--- config.mk ---
export PLATFORM = sky130hd
export DESIGN_NAME = reg_bank_mp
export DESIGN_NICKNAME = d
export VERILOG_FILES = /design/src/rtl/reg_bank_pkg.sv /design/src/rtl/reg_bank_byte_merge.sv /design/src/rtl/reg_bank_mp.sv
export SDC_FILE = /design/constraint.sdc
export NUM_CORES = 1
export LEC_CHECK = 0
export BUFFER_PORTS_ARGS = -buffer_cell sky130_fd_sc_hd__buf_2
export CORE_MARGIN = 1.5
export CORE_UTILIZATION = 45
export CTS_CLUSTER_SIZE = 40
export DETAILED_ROUTE_END_ITERATION = 12
export GPL_TIMING_DRIVEN = 0
export PLACE_DENSITY = 0.72
export SYNTH_ARGS = -nofsm -noshare
export SYNTH_HDL_FRONTEND = slang
export SYNTH_HIERARCHICAL = 1
export SYNTH_SLANG_ARGS = --single-unit
--- constraint.sdc ---
create_clock -name clk -period 3.9 [get_ports clk]
set_clock_uncertainty 0.1 [all_clocks]
set_input_delay 1.17 -clock clk [delete_from_list [all_inputs] [get_ports clk]]
set_output_delay 1.17 -clock clk [all_outputs]
set_load 0.005 [all_outputs]
--- src/rtl/reg_bank_pkg.sv ---
// Shared defaults and helpers for the multi-port register bank.
// Reset contents are the register index, so a fresh bank is easy to recognise on reads.
package reg_bank_pkg;

  localparam int DATA_W_DEF   = 32;
  localparam int NUM_REGS_DEF = 8;

  function automatic int clog2(input int n);
    int r;
    r = 0;
    while ((1 << r) < n) r++;
    return r;
  endfunction

  function automatic logic [31:0] reset_val(input int i);
    return 32'(i);
  endfunction

endpackage

--- src/rtl/reg_bank_byte_merge.sv ---
// Combinational byte merge of an old register value with two byte-enabled writes.
// Port 1 (ALU) wins on any byte it enables; port 0 (load writeback) fills the rest.
module reg_bank_byte_merge #(
  parameter int DATA_W = 32
) (
  input  logic [DATA_W-1:0]   old_val,
  input  logic                wr0_hit,
  input  logic [DATA_W/8-1:0] wr0_be,
  input  logic [DATA_W-1:0]   wr0_data,
  input  logic                wr1_hit,
  input  logic [DATA_W/8-1:0] wr1_be,
  input  logic [DATA_W-1:0]   wr1_data,
  output logic [DATA_W-1:0]   new_val
);

  localparam int BE_W = DATA_W / 8;

  always_comb begin
    new_val = old_val;
    for (int b = 0; b < BE_W; b++) begin
      if (wr1_hit && wr1_be[b])
        new_val[b*8 +: 8] = wr1_data[b*8 +: 8];
      else if (wr0_hit && wr0_be[b])
        new_val[b*8 +: 8] = wr0_data[b*8 +: 8];
    end
  end

endmodule

--- src/rtl/reg_bank_mp.sv ---
// Multi-port register bank: NUM_RD registered read ports, two prioritised byte-enabled
// write ports and a per-register pending-write scoreboard for the decode/writeback paths.
module reg_bank_mp
  import reg_bank_pkg::*;
#(
  parameter int DATA_W   = DATA_W_DEF,
  parameter int NUM_REGS = NUM_REGS_DEF,
  parameter int NUM_RD   = 2,
  parameter bit ZERO_REG = 1'b1,
  parameter bit BYPASS   = 1'b1,
  localparam int AW      = clog2(NUM_REGS),
  localparam int BE_W    = DATA_W / 8
) (
  input  logic                     clk,
  input  logic                     rst,
  input  logic [NUM_RD-1:0]        rd_en,
  input  logic [NUM_RD*AW-1:0]     rd_addr,
  output logic [NUM_RD*DATA_W-1:0] rd_data,
  output logic [NUM_RD-1:0]        rd_pend,
  input  logic                     wr0_en,
  input  logic [AW-1:0]            wr0_addr,
  input  logic [DATA_W-1:0]        wr0_data,
  input  logic [BE_W-1:0]          wr0_be,
  input  logic                     wr1_en,
  input  logic [AW-1:0]            wr1_addr,
  input  logic [DATA_W-1:0]        wr1_data,
  input  logic [BE_W-1:0]          wr1_be,
  input  logic                     rsv_en,
  input  logic [AW-1:0]            rsv_addr
);

  logic [DATA_W-1:0]   regs   [NUM_REGS];
  logic [DATA_W-1:0]   merged [NUM_REGS];
  logic [NUM_REGS-1:0] pend;
  logic [NUM_REGS-1:0] pend_nxt;
  logic [NUM_REGS-1:0] hit0;
  logic [NUM_REGS-1:0] hit1;

  // A reservation in the same cycle as a write names a newer producer, so it wins.
  always_comb begin
    hit0     = '0;
    hit1     = '0;
    pend_nxt = pend;
    for (int i = 0; i < NUM_REGS; i++) begin
      if (!(ZERO_REG && i == 0)) begin
        hit0[i] = wr0_en && (wr0_addr == AW'(i));
        hit1[i] = wr1_en && (wr1_addr == AW'(i));
        if (hit0[i] || hit1[i])
          pend_nxt[i] = 1'b0;
        if (rsv_en && (rsv_addr == AW'(i)))
          pend_nxt[i] = 1'b1;
      end
    end
  end

  for (genvar i = 0; i < NUM_REGS; i++) begin : g_reg
    reg_bank_byte_merge #(.DATA_W(DATA_W)) u_merge (
      .old_val  (regs[i]),
      .wr0_hit  (hit0[i]),
      .wr0_be   (wr0_be),
      .wr0_data (wr0_data),
      .wr1_hit  (hit1[i]),
      .wr1_be   (wr1_be),
      .wr1_data (wr1_data),
      .new_val  (merged[i])
    );
  end

  always_ff @(posedge clk) begin
    if (rst) begin
      for (int i = 0; i < NUM_REGS; i++)
        regs[i] <= DATA_W'(reset_val(i));
      pend <= '0;
    end else begin
      for (int i = 0; i < NUM_REGS; i++)
        regs[i] <= merged[i];
      pend <= pend_nxt;
    end
  end

  // With BYPASS the merged array doubles as the same-cycle forwarding source.
  for (genvar p = 0; p < NUM_RD; p++) begin : g_rd
    logic [AW-1:0]     addr;
    logic [DATA_W-1:0] data_q;
    logic              pend_q;

    assign addr = rd_addr[p*AW +: AW];

    always_ff @(posedge clk) begin
      if (rst) begin
        data_q <= '0;
        pend_q <= 1'b0;
      end else if (rd_en[p]) begin
        data_q <= BYPASS ? merged[addr]   : regs[addr];
        pend_q <= BYPASS ? pend_nxt[addr] : pend[addr];
      end
    end

    assign rd_data[p*DATA_W +: DATA_W] = data_q;
    assign rd_pend[p]                  = pend_q;
  end

endmodule

==> out/metrics.csv, run 1 <==
stage;metric;value;unit
synthesis;synth-edff-count;0;
placed_design;numPortBuffers;147;
finish;area_delta_synth_final;13.2;%
worst_setup_path;crit_fanout;10;
clock_tree;postCtsHoldBufs;0;
power;switching_share;0.293;
timing;max_freq;290;MHz
power;seqPwrFrac;0.383;
finish;final_util;0.514;
synthesis;synth_ff_type;dfxtp_1;
synthesis;synth_area_leaders;dfxtp_1, mux4_2, a21bo_1, and3b_1, a31oi_1;
routing;wl_per_cell;30.0;um
routing;drt_wl_total;97600;um
floorplan;core;0.0499;mm^2
clock_tree;post_cts_buffers;0;
synthesis;synth_area;0.0226;mm^2
routing;ant_nets;0;
routing;first_iter_violations;3528;
grt;top_usage_layer;met2;
synthesis;synth_largest_area_cell;dfxtp_1;
timing;slew_headroom;0.146;
placed_design;gp_congestion;1.01;
worst_setup_path;required;4.29;ns
clock_tree;cts.htree.levels;2;
timing;tightestPinTransition;1.28;ns
grt;grt_usage;0.369;
grt;grt_pass1_vias;21300;
run;drv_cap;0;
power;p_leak;10.8;nW
finish;fin_nets;2643;
worst_setup_path;worstPathArrival;3.84;ns
placed_design;dpl_worst_slack;0.0288;ns
synthesis;synth_common_cells;dfxtp_1, a31oi_1, nand3_1;
grt;grt_max_degree;73;
grt;grt_use_met3;0.121;
worst_setup_path;worstSetupPathType;input port to register;
timing;whs;0.384;ns
worst_setup_path;regToRegStartpoint;regs[1][125]$_SDFF_PP0_;
routing;num_vias;22300;
timing;rsz0062_at_grt;no;
synthesis;seq_area_frac_synth;0.291;
timing;period_share;0.884;
grt;grt.overflow.total;0;
synthesis;avgSynthCellArea;9.63;um^2
synthesis;synth_cells;2351;
worst_setup_path;end_kind;register;
power;internal_power;6.58;mW
power;combPwrFrac;0.193;
timing;fin_ws;0.454;ns
clock_tree;clock_latency;0.58;ns
finish;drive_gt1_frac;0.234;
floorplan;die_w;227;um
synthesis;yosys.area.top_type_share;0.291;
grt;antenna_found_initial;8;
floorplan;die_y;227;um
run_status;outcome;complete, no violations;
grt;use_met1;0.456;
floorplan;rows;82;
floorplan;start_util;0.454;
clock_tree;cts_buffer_depth;3;
worst_setup_path;start_kind;input port;
grt;grt_first_pass_wirelength;139000;um
timing;setup_violations;0;
clock_tree;clk_pin_slew;0.07;ns
floorplan;ioPinCount;160;
worst_hold_path;hp-class;register to register;
synthesis;synth_cell_types;47;
routing;via_per_inst;6.87;
synthesis;ys.warnings.count;6;
finish;n_fill_cell;4660;
timing;setup_tns;0;ns
floorplan;die-area;0.0517;mm^2
power;power;9.31;mW
clock_tree;cts.repair.resized;0;
timing;drv_slew;0;
clock_tree;cts_tree;yes;
power;pwr-share-clk;0.424;
clock_tree;cts_buffers;39;
grt;gr-usage-met2;0.548;
timing;period_minus_slack;3.45;ns
power;power_switching;2.73;mW
clock_tree;root_buffer;clkbuf_16;
synthesis;async_flop_share;0;
synthesis;yosysMostFrequentCell;dfxtp_1;
routing;dr.pass1.iters;6;
synthesis;ys_ff_latch;329;
routing;drc;0;
clock_tree;cts_sinks;329;
worst_hold_path;hp-start;g_rd[0].data_q[3]$_SDFFE_PP0P_;
worst_setup_path;setup.worst_path.start;wr1_addr[0];
power;max-vdd-ir-drop;0.274;mV
placed_design;dp_hpwl;69300;um
power;p_per_area;363;mW/mm^2
timing;hold_violations;0;
power groups by stage:
stage | logic [mW] | clock network, mW | registers [mW]
after floorplan | 1.06 | 0 | 3.62
after global placement | 1.65 | 0 | 3.63
after detailed placement | 1.69 | 0 | 3.64
after CTS | 1.70 | 3.92 | 3.57
after global routing | 1.85 | 4.07 | 3.58
final | 1.80 | 3.94 | 3.57
logic make-up (layout without fill, tap and decap cells):
group,Yosys count,in the layout,synth area share
AO/OA/AOI/OAI,594,594,0.215
buffers and inverters,259,476,0.0852
flip-flops,329,329,0.291
multiplexers,128,128,0.127
other,1,16,0.000166
AND/OR/NAND/NOR,1040,1040,0.281
stage by stage:
step	cell area, um^2	instances
after floorplan	22700	2360
after global placement	24200	3179
after detailed placement	24300	3180
after CTS	25600	3249
after global routing	25600	3253
final	25600	3255
metal layers:
layer,share of wire,vias up
li1,-,9223
met1,0.36,10700
met4,0.077,4
met2,0.42,1907
met3,0.13,489
met5,0.00028,-
sequential cells by signal, summed over array words and instances, names as in the netlist:
name and cells:
g_rd.data_q 64, pend 7, g_rd.pend_q 2, regs 256
worst max-delay path, stage by stage:
cell,delay (ns)
buf_2,0.14
and4b_1,0.81
buf_6,0.29
nand2_2,0.17
a31oi_1,0.53
mux4_2,0.34
nand2_1,0.06
a311oi_1,0.30
path summary, 6_finish.rpt:
kind | end | slack [ns] | cells past startpoint
setup / recovery | g_rd[0].data_q[31]$_SDFFE_PP0P_ | 0.45 | 8
hold / removal | g_rd[0].data_q[3]$_SDFFE_PP0P_ | 0.38 | 2
setup reg to reg | g_rd[1].data_q[29]$_SDFFE_PP0P_ | 1.91 | 5
hold reg to reg | g_rd[0].data_q[3]$_SDFFE_PP0P_ | 0.38 | 2
layout make-up:
class / count / area (um^2) / share of cell area
diodes: 6 / 15.0 / 0.000586
plain buffers: 244 / 1870 / 0.0730
clock buffers: 58 / 1220 / 0.0476
clock inverters: 11 / 134 / 0.00522
inverters: 15 / 56.3 / 0.00220
multi-input cells: 1772 / 14200 / 0.553
flip-flops and latches: 329 / 6590 / 0.257
well taps: 672 / 841 / 0.0328
repair buffers: 148 / 747 / 0.0291
cells in the final DEF (no fill, tap or decap), types with 64 or more instances in the layout:
cell type	instances
nor2_1	73
nand3_1	259
a311oi_1	64
nand2_1	137
nor2b_1	244
buf_6	109
and3b_1	256
a21bo_1	224
a31oi_1	259
mux4_2	128
buf_2	181
dfxtp_1	329
(Power assumes the default switching activity.)
==> inputs of run 2 (changes only) <==
Settings changed: PLACE_DENSITY 0.72 to 0.6.
==> out/metrics.csv, run 2 (same netlist as run 1, synthesis figures left out) <==
stage;metric;value;unit;change
run_status;outcome;complete, no violations;;unchanged
timing;hold_violations;0;;unchanged
finish;final_cell_mix;dfxtp_1, a31oi_1, nand3_1;;unchanged
grt;grt_use_met3;0.117;;was 0.121
clock_tree;postCtsHoldBufs;0;;unchanged
worst_hold_path;hp-class;register to register;;unchanged
grt;grt_usage;0.386;;was 0.369
placed_design;place_area;0.0243;mm^2;unchanged
floorplan;ioPinCount;160;;unchanged
power;power;9.07;mW;was 9.31 mW
clock_tree;post_cts_buffers;0;;unchanged
worst_setup_path;crit_fanout;10;;unchanged
routing;dr.pass1.iters;6;;unchanged
timing;setup_violations;0;;unchanged
timing;drv_slew;0;;unchanged
clock_tree;cts.repair.resized;0;;unchanged
timing;slew_headroom;0.115;;was 0.146
timing;period_share;0.907;;was 0.884
finish;finalNonFillerCells;3246;;was 3255
power;p_leak;10.7;nW;was 10.8 nW
power;max-vdd-ir-drop;0.276;mV;was 0.274 mV
placed_design;dpl_worst_slack;-0.0478;ns;was 0.0288 ns
worst_setup_path;worstPathArrival;3.90;ns;was 3.84 ns
clock_tree;clk_pin_slew;0.06;ns;was 0.07 ns
grt;top_usage_layer;met2;;unchanged
power;internal_power;6.35;mW;was 6.58 mW
clock_tree;cts_buffers;41;;was 39
clock_tree;cts.htree.levels;2;;unchanged
power;pwr-share-clk;0.408;;was 0.424
worst_hold_path;hp-start;g_rd[1].data_q[25]$_SDFFE_PP0P_;;was g_rd[0].data_q[3]$_SDFFE_PP0P_
finish;top_regs;regs: 256 flops, g_rd.data_q: 64 flops, pend: 7 flops;;unchanged
finish;area_delta_synth_final;12.6;%;was 13.2%
grt;gr-usage-met2;0.583;;was 0.548
placed_design;dp.cells;3180;;unchanged
worst_setup_path;end_kind;register;;unchanged
clock_tree;clock_latency;0.58;ns;about the same
finish;final_util;0.511;;was 0.514
routing;drt_wl_total;101000;um;was 97600 um
clock_tree;cts_sinks;329;;unchanged
floorplan;start_util;0.454;;unchanged
worst_hold_path;holdPathEnd;g_rd[1].data_q[25]$_SDFFE_PP0P_;;was g_rd[0].data_q[3]$_SDFFE_PP0P_
clock_tree;cts_tree;yes;;unchanged
floorplan;rows;82;;unchanged
timing;max_freq;283;MHz;was 290 MHz
grt;grt.overflow.total;0;;unchanged
power;p_per_area;356;mW/mm^2;was 363 mW/mm^2
routing;num_vias;21900;;was 22300
finish;n_fill_cell;4712;;was 4660
floorplan;die_y;227;um;unchanged
timing;period_minus_slack;3.54;ns;was 3.45 ns
worst_hold_path;min_path_cells;2;;unchanged
worst_setup_path;required;4.26;ns;was 4.29 ns
worst_setup_path;start_kind;input port;;unchanged
power;seqPwrFrac;0.393;;was 0.383
worst_setup_path;worstSetupPathType;input port to register;;unchanged
routing;wl_per_cell;31.0;um;was 30.0 um
floorplan;die_w;227;um;unchanged
routing;ant_nets;0;;unchanged
floorplan;core;0.0499;mm^2;unchanged
timing;tightestPinTransition;1.33;ns;was 1.28 ns
grt;antenna_found_initial;5;;was 8
routing;first_iter_violations;2740;;was 3528
worst_setup_path;r2r_end;g_rd[1].data_q[24]$_SDFFE_PP0P_;;was g_rd[1].data_q[29]$_SDFFE_PP0P_
worst_setup_path;reg2reg_depth;5;;unchanged
routing;drc;0;;unchanged
worst_setup_path;r2r_slack;1.96;ns;was 1.91 ns
timing;whs;0.383;ns;was 0.384 ns
clock_tree;cts_buffer_depth;3;;unchanged
finish;fin_nets;2645;;was 2643
placed_design;numPortBuffers;147;;unchanged
finish;final_common_cell;dfxtp_1;;unchanged
finish;top_register;regs;;unchanged
run;drv_cap;0;;unchanged
timing;fin_ws;0.363;ns;was 0.454 ns
timing;setup_tns;0;ns;unchanged
grt;grt_pass1_vias;21000;;was 21300
finish;drive_gt1_frac;0.230;;was 0.234
grt;grt_max_degree;73;;unchanged
finish;final_area;0.0255;mm^2;was 0.0256 mm^2
power;switching_share;0.300;;was 0.293
placed_design;gp_congestion;0.970;;was 1.01
routing;via_per_inst;6.74;;was 6.87
power;combPwrFrac;0.198;;was 0.193
timing;rsz0062_at_grt;no;;unchanged
power;power_switching;2.72;mW;was 2.73 mW
finish;largest_reg_flops;256;;unchanged
placed_design;dp_hpwl;71700;um;was 69300 um
worst_setup_path;regToRegStartpoint;regs[1][120]$_SDFF_PP0_;;was regs[1][125]$_SDFF_PP0_
floorplan;die-area;0.0517;mm^2;unchanged
grt;grt_first_pass_wirelength;143000;um;was 139000 um
grt;use_met1;0.494;;was 0.456
clock_tree;root_buffer;clkbuf_16;;unchanged
[run 2: cell types whose count changed in the layout (fill, tap and decap cells not counted)]
cell        previous run  this run
clkbuf_1              63        71
clkinv_2               7         1
clkbuf_8              13         8
diode_2                6         2
bufinv_16              3         1
clkinvlp_4             0         1
inv_6                  1         0
[run 2: worst max-delay path by stage]
stage,startpoint,endpoint,slack (ns)
floorplan,wr1_addr[2],g_rd[1].data_q[16]$_SDFFE_PP0P_,0.71
global placement,wr1_addr[2],g_rd[0].data_q[22]$_SDFFE_PP0P_,-1.20
detailed placement,wr1_addr[0],g_rd[1].data_q[24]$_SDFFE_PP0P_,-0.05
CTS,wr1_addr[0],g_rd[1].data_q[24]$_SDFFE_PP0P_,0.54
global route,wr1_addr[0],g_rd[1].data_q[24]$_SDFFE_PP0P_,0.42
finish,wr1_en,g_rd[1].data_q[24]$_SDFFE_PP0P_,0.36
[run 2: layout make-up]
type	count	area, um^2	area share
flip-flops and latches	329	6590	0.258
diodes	2	5.00	0.000196
clock buffers	61	1180	0.0463
clock inverters	3	42.5	0.00167
plain buffers	244	1870	0.0734
inverters	15	56.3	0.00221
repair buffers	148	747	0.0293
multi-input cells	1772	14200	0.556
well taps	672	841	0.0330
[run 2: per-layer routing]
layer  share of wire  wire [um]
met1            0.38      38600
met2            0.43      43500
met3            0.13      12600
met4           0.059       5920
met5               0          0
[run 2: power groups by stage]
stage	Sequential [mW]	Combinational [mW]	Clock, mW
finish	3.57	1.80	3.70
global route	3.57	1.87	3.84
CTS	3.56	1.71	3.72
detailed placement	3.64	1.71	0
global placement	3.63	1.68	0
floorplan	3.62	1.06	0
[run 2: critical path: stages]
cell and delay [ns]:
buf_2 0.14, and4_1 0.80, buf_6 0.31, nand2_2 0.16, a31oi_1 0.58, mux4_2 0.37
nand2_1 0.05, a311oi_1 0.30
